[src/rtl/button_conditioner.sv]
// rtl/button_conditioner.sv - multi-channel push-button synchroniser, debouncer, hold and auto-repeat front end
module button_conditioner #(
    parameter int CHANNELS        = 7,
    parameter int DEBOUNCE_CYCLES = 250000,
    parameter int HOLD_CYCLES     = 8388608,
    parameter int REPEAT_CYCLES   = 2500000,
    parameter bit ACTIVE_LOW      = 1'b0
) (
    input  logic                clk_25mhz,
    input  logic                reset,
    input  logic [CHANNELS-1:0] btn,
    output logic [CHANNELS-1:0] level,
    output logic [CHANNELS-1:0] press,
    output logic [CHANNELS-1:0] release_pulse,
    output logic [CHANNELS-1:0] held,
    output logic [CHANNELS-1:0] repeat_pulse,
    output logic [CHANNELS-1:0] toggle
);

    localparam int DW        = $clog2(DEBOUNCE_CYCLES + 1);
    localparam int TIMER_MAX = (HOLD_CYCLES > REPEAT_CYCLES) ? HOLD_CYCLES : REPEAT_CYCLES;
    localparam int TW        = $clog2(TIMER_MAX + 1);

    localparam logic [DW-1:0] DEB_LAST  = DW'(DEBOUNCE_CYCLES - 1);
    localparam logic [TW-1:0] HOLD_LAST = TW'(HOLD_CYCLES - 1);
    localparam logic [TW-1:0] REP_LAST  = TW'(REPEAT_CYCLES - 1);

    localparam logic [1:0] ST_RELEASED = 2'd0;
    localparam logic [1:0] ST_PRESSED  = 2'd1;
    localparam logic [1:0] ST_HELD     = 2'd2;

    logic [CHANNELS-1:0] sync1_q, sync1_d;
    logic [CHANNELS-1:0] sync2_q, sync2_d;
    logic [CHANNELS-1:0] level_q, level_d;
    logic [CHANNELS-1:0] press_q, press_d;
    logic [CHANNELS-1:0] release_q, release_d;
    logic [CHANNELS-1:0] held_q, held_d;
    logic [CHANNELS-1:0] repeat_q, repeat_d;
    logic [CHANNELS-1:0] toggle_q, toggle_d;
    logic [CHANNELS-1:0] rise, fall;

    logic [DW-1:0] deb_cnt_q [CHANNELS];
    logic [DW-1:0] deb_cnt_d [CHANNELS];
    logic [TW-1:0] timer_q   [CHANNELS];
    logic [TW-1:0] timer_d   [CHANNELS];
    logic [1:0]    state_q   [CHANNELS];
    logic [1:0]    state_d   [CHANNELS];

    // Polarity is folded in before the synchroniser so that zero is always the idle level.
    always_comb begin
        sync1_d = btn ^ {CHANNELS{ACTIVE_LOW}};
        sync2_d = sync1_q;
        for (int i = 0; i < CHANNELS; i++) begin
            level_d[i]   = level_q[i];
            deb_cnt_d[i] = '0;
            if (sync2_q[i] != level_q[i]) begin
                if (deb_cnt_q[i] == DEB_LAST) begin
                    level_d[i] = ~level_q[i];
                end else begin
                    deb_cnt_d[i] = deb_cnt_q[i] + DW'(1);
                end
            end
        end
    end

    always_comb begin
        rise      = level_d & ~level_q;
        fall      = ~level_d & level_q;
        press_d   = rise;
        release_d = fall;
        toggle_d  = toggle_q ^ press_q;
    end

    // A falling level always takes priority over hold entry or a repeat expiry on the same cycle.
    always_comb begin
        for (int i = 0; i < CHANNELS; i++) begin
            state_d[i]  = state_q[i];
            timer_d[i]  = timer_q[i];
            repeat_d[i] = 1'b0;
            case (state_q[i])
                ST_RELEASED: begin
                    if (rise[i]) begin
                        state_d[i] = ST_PRESSED;
                        timer_d[i] = '0;
                    end
                end
                ST_PRESSED: begin
                    if (fall[i]) begin
                        state_d[i] = ST_RELEASED;
                        timer_d[i] = '0;
                    end else if (timer_q[i] == HOLD_LAST) begin
                        state_d[i]  = ST_HELD;
                        timer_d[i]  = '0;
                        repeat_d[i] = 1'b1;
                    end else begin
                        timer_d[i] = timer_q[i] + TW'(1);
                    end
                end
                ST_HELD: begin
                    if (fall[i]) begin
                        state_d[i] = ST_RELEASED;
                        timer_d[i] = '0;
                    end else if (REPEAT_CYCLES > 0) begin
                        if (timer_q[i] == REP_LAST) begin
                            timer_d[i]  = '0;
                            repeat_d[i] = 1'b1;
                        end else begin
                            timer_d[i] = timer_q[i] + TW'(1);
                        end
                    end
                end
                default: begin
                    state_d[i] = ST_RELEASED;
                    timer_d[i] = '0;
                end
            endcase
            held_d[i] = (state_d[i] == ST_HELD);
        end
    end

    always_ff @(posedge clk_25mhz) begin
        if (reset) begin
            sync1_q   <= '0;
            sync2_q   <= '0;
            level_q   <= '0;
            press_q   <= '0;
            release_q <= '0;
            held_q    <= '0;
            repeat_q  <= '0;
            toggle_q  <= '0;
            for (int i = 0; i < CHANNELS; i++) begin
                deb_cnt_q[i] <= '0;
                timer_q[i]   <= '0;
                state_q[i]   <= ST_RELEASED;
            end
        end else begin
            sync1_q   <= sync1_d;
            sync2_q   <= sync2_d;
            level_q   <= level_d;
            press_q   <= press_d;
            release_q <= release_d;
            held_q    <= held_d;
            repeat_q  <= repeat_d;
            toggle_q  <= toggle_d;
            for (int i = 0; i < CHANNELS; i++) begin
                deb_cnt_q[i] <= deb_cnt_d[i];
                timer_q[i]   <= timer_d[i];
                state_q[i]   <= state_d[i];
            end
        end
    end

    assign level         = level_q;
    assign press         = press_q;
    assign release_pulse = release_q;
    assign held          = held_q;
    assign repeat_pulse  = repeat_q;
    assign toggle        = toggle_q;

endmodule

[config.mk]
export PLATFORM = sky130hd
export DESIGN_NAME = button_conditioner
export DESIGN_NICKNAME = d
export VERILOG_FILES = /design/src/rtl/button_conditioner.sv
export SDC_FILE = /design/constraint.sdc
export NUM_CORES = 1
export LEC_CHECK = 0
export BUFFER_PORTS_ARGS = -buffer_cell sky130_fd_sc_hd__buf_4
export CORE_ASPECT_RATIO = 0.6
export CORE_MARGIN = 1
export CORE_UTILIZATION = 50
export DETAILED_ROUTE_END_ITERATION = 12
export GPL_TIMING_DRIVEN = 0
export PLACE_DENSITY = 0.79
export SKIP_LAST_GASP = 1
export SLEW_MARGIN = 0
export SYNTH_ARGS = -nofsm -noshare
export SYNTH_HDL_FRONTEND = slang
export SYNTH_SLANG_ARGS = --single-unit
[constraint.sdc]
create_clock -name clk_25mhz -period 2.2 [get_ports clk_25mhz]
set_input_delay 0.44 -clock clk_25mhz [delete_from_list [all_inputs] [get_ports clk_25mhz]]
set_output_delay 0.44 -clock clk_25mhz [all_outputs]
set_load 0.1 [all_outputs]
[Word-level counts from Yosys, hierarchy flattened]
Memories as Yosys holds them, arrays and structs flattened.
Index checks and enable logic that the tools add are counted.
Word-level totals
  bits in read-only memories: 0
  output and inout bits: 42
  memories kept: 3
  input port bits: 9
  bits in latches: 0
  bits in registers: 56
  memory bits (writable): 308
Memories
  timer_q: words 7, bits a word 24, rd ports 7, clocked after memory_dff 0, wr ports 7, RTL line 44  | logic [TW-1:0] timer_q [CHANNELS];
  deb_cnt_q: words 7, bits a word 18, rd ports 7, clocked after memory_dff 0, wr ports 7, RTL line 42  | logic [DW-1:0] deb_cnt_q [CHANNELS];
  state_q: words 7, bits a word 2, rd ports 7, clocked after memory_dff 0, wr ports 7, RTL line 46  | logic [1:0] state_q [CHANNELS];
Operators by class
  mux-type cells: 164
  reductions and logical operators: 7
  $lt $le $gt $ge: 0
  bitwise logic cells: 33
  add/sub/neg operators: 14
  shifts and indexed selects: 0
  div/mod/pow operators: 0
  equality and inequality tests: 49
  $mul: 0
Operators by type and width (count)
  $mux W24: 42
  $pmux W24 S3: 7
  $mux W18: 21
  $add A24 B1 Y24 const B: 7
  $eq A24 B22 Y1 const B: 7
  $eq A24 B23 Y1 const B: 7
  $add A18 B1 Y18 const B: 7
  $eq A18 B18 Y1 const B: 7
  $mux W2: 35
  $mux W1: 45
  $pmux W2 S3: 7
  $eq A2 B2 Y1 const B: 14
  $or A1 B1 Y1: 21
  $and A7 B7 Y7: 2
  $eq A2 B1 Y1 const B: 7
  $logic_not A2 Y1: 7
  $not A7 Y7: 2
  $pmux W1 S2: 7
  $ne A1 B1 Y1: 7
  $not A1 Y1: 7
  $xor A7 B7 Y7: 1

[Longest topological paths before layout]
  word-level depth: 8
  depth in mapped cells: 9
  mapped depth without buffers: 7

[Worst setup path after synthesis]
OpenSTA, ideal clock, no wires.
  path type: register -> register
  from: register level_q[3], in the netlist level[3]
  to: memory timer_q[3][21] in the netlist's numbering
  stages on the path, launching flop included: 9
  setup slack: -466 ps
  buffers on the path: 2
  data required time: 2129 ps
  arrival: 2595 ps
  cell sequence: dfxtp_1 > nor2b_1 > nand4_1 > o21a_1 > buf_2 > or4_1 > clkbuf_1 > or4_1 > a21oi_1
RTL lines
  start: declaration: RTL line 34  | logic [CHANNELS-1:0] level_q, level_d;
  start signal: assignment: RTL line 139  | level_q <= level_d;
  end: declaration: RTL line 44

==> qor.tcl <==
set qor(clockBufferDepth) 3
set qor(finalHoldViolCount) 0
set qor(rsz0062_at_grt) {true}
set qor(initial_util_pct) 51.3
set qor(detailroute.via_count) 17016
set qor(fillCellCount) 2513
set qor(maxCapViolCount) 0
set qor(critical_path_arrival_ns) 3.04
set qor(ys_seq_elements) 364
set qor(setup_viols_final) 136
set qor(clk-insertion-delay-late_ns) 0.54
set qor(port_buffers) 50
set qor(layout.cells.most_common) {dfxtp_1}
set qor(status) {complete, but fails checks}
set qor(cp_data_required_time_ns) 2.62
set qor(synth-edff-count) 0
set qor(initialDrtViolationCount) 2182
set qor(failed_checks) {setup timing}
set qor(min_path_cells) 2
set qor(cp-start-kind) {register}
set qor(multi_input_comb_area_mm2) 0.0113
set qor(postSynthAreaPerCell_um2) 8.31
set qor(detail_route.first_pass.iterations) 6
set qor(detail_route.vias_per_cell) 6.13
set qor(vias_in_the_first_global_route) 15325
set qor(top_level_ports) 51
set qor(synth_nets) 2156
set qor(antenna_violations_before_repair) 0
set qor(dieArea_mm2) 0.0358
set qor(wl_per_cell_um) 18.8
set qor(syn_inst_count) 2105
set qor(fin_crit_sh_pct) 119
set qor(num-nets-final) 2344
set qor(grt.total_usage_pct) 25.9
set qor(register_area_mm2) 0.00738
set qor(design.core.area_mm2) 0.0341
set qor(max_freq_ghz) 0.382
set qor(route.detailed.drc) 0
set qor(worst-path-max-fanout) 5
set qor(timing_worst_slew_pin_value_ns) 1.09
set qor(gr-total-overflow) 0
set qor(final-max-slew-violation-count) 0
set qor(critPathCaptureType) {register}
set qor(clock_sink_count) 364
set qor(reg2reg_depth) 7
set qor(cts_htree_levels) 2
set qor(timing.setup.critical_path_class) {register to register}
set qor(route.antenna.remaining_nets) 0
set qor(syn_area_mm2) 0.0175
set qor(final.setup.worst_slack_ns) -0.416
set qor(postSynth.asyncResetShare_pct) 0
set qor(synth_warnings) 0
set qor(antenna_cells) 0
set qor(chipWidth_um) 244
set qor(globalplace.congestion) 0.946
set qor(max_slew_margin_pct) 27.6
set qor(die-height_um) 147
set qor(synthToLayoutAreaGrowth_pct) 30.2
set qor(holdCritPathClass) {input port to register}
set qor(ys_seq_area_share_pct) 41.6
set qor(drive_above_1_share_pct) 25.2
set qor(timing.clock.skew_ns) 0.0218
set qor(synth_flop_cell) {dfxtp_1}
set qor(power_density_mw_per_mm2) 569
set qor(clockRootBuffer) {clkbuf_16}
set qor(place_worst_setup_slack_ns) -1.35
set qor(leading_cell_types_in_the_layout_fill_and_taps_excluded) {dfxtp_1, nor2_1, nand2_1}
set qor(total_cts_buffers) 35
set qor(row_count) 52
set qor(grt_pass1_wl_um) 77200
set qor(synth_cell_type_count) 68
set qor(clk_transition_reported_paths_ns) 0.06
set qor(cts_tree) {done}
set qor(power.leakage_uw) 0.00758
set qor(dpl.hpwl_um) 30900
set qor(grt_max_degree) 18
set qor(ir_drop_v) 0.000526
set qor(fin_worst_hold_slack_ns) 0.133
set qor(drt_wl_total_um) 52100
set qor(final.min_clock_period_ns) 2.62
## final timing paths
| path | startpoint | to | slack [ns] |
|---|---|---|---|
| max reg2reg | timer_q[6][9]$_SDFFE_PP0P_ | timer_q[6][9]$_SDFFE_PP0P_ | -0.42 |
| min reg2reg | sync1_q[3]$_SDFF_PP0_ | sync2_q[3]$_SDFF_PP0_ | 0.44 |
| max | timer_q[6][9]$_SDFFE_PP0P_ | timer_q[6][9]$_SDFFE_PP0P_ | -0.42 |
| min | btn[5] | sync1_q[5]$_SDFF_PP0_ | 0.13 |
## what timing repair did
action	CTS	global route
resized for setup	242	232
hold buffers	0	0
setup endpoints to repair	308	258
gates cloned	12	8
setup buffers	68	45
pin swaps	79	119
## where the power goes
group	switching, uW	leakage (uW)	internal [uW]
clock	2620	0.000545	3490
sequential	10.7	0.00297	6590
combinational	175	0.00407	94.5
total	2800	0.00758	10200
## registers in the layout, summed over array words and instances, names as in the netlist
name	cells
deb_cnt_q	126
held	7
level	7
press	7
release_pulse	7
repeat_pulse	7
state_q	14
sync1_q	7
sync2_q	7
timer_q	168
toggle	7
## metal layers
metal | up-vias | share of wire [%] | GRT usage (%)
met5 | - | 0 | 0
met4 | 0 | 3.5 | 8.41
met3 | 181 | 9.0 | 5.10
met2 | 873 | 44 | 39.4
met1 | 8126 | 43 | 36.8
li1 | 7836 | - | -
## cell type report
type	instances	area share, %
multi-input combinational	1606	49.8
sequential	364	32.4
timing repair buffer	173	6.83
clock buffer	51	4.37
buffer	61	2.74
tap	459	2.52
inverter	52	0.856
clock inverter	8	0.532
## through the flow
step	utilization, %	total power [uW]	std cells	setup TNS [ns]	cell area, um^2
floorplan	-	6870	2105	-3.02	17900
global placement	55.2	6950	2614	-151.83	18800
detailed placement	55.2	6960	2614	-158.19	18800
CTS	63.1	13000	2743	-14.57	21500
global route	66.9	13300	2774	-31.20	22800
finish	66.9	13000	2774	-21.59	22800
## synth_stat cells (all sizes together), types with 22 or more instances
cell      n  share of area (%)
dfxtp   364                 42
nor2    320                6.9
nand3   180                5.1
nand2   172                3.7
xnor2   141                7.1
nor3     84                2.6
nand4    73                2.7
xor2     66                3.3
clkbuf   63                1.4
a21oi    52                1.5
inv      52                1.1
nor4     51                1.8
a31oi    49                1.8
and3     49                1.8
ha       42                3.0
o21ai    39                1.2
or3      32                1.2
nor2b    26               0.93
buf      22               0.74
## cells by family (layout without fill, tap and decap cells)
| kind of cell | after synthesis | in the layout | share of synthesized area, % |
|---|---|---|---|
| compound gates | 216 | 218 | 8.14 |
| xor+xnor | 207 | 207 | 10.4 |
| fa+ha+maj | 42 | 42 | 3.00 |
| buf+inv | 137 | 345 | 3.22 |
| flops | 364 | 364 | 41.6 |
| mux | 9 | 9 | 0.515 |
| simple gates | 1130 | 1130 | 33.1 |
## critical path, stage by stage (launching register included)
cell	delay [ns]
dfxtp_1	0.36
or4b_1	0.57
or4_4	0.48
o41ai_4	0.43
a21oi_4	0.15
o21bai_4	0.29
buf_6	0.17
nor2_1	0.05
Power figures use the tool's default switching activity.
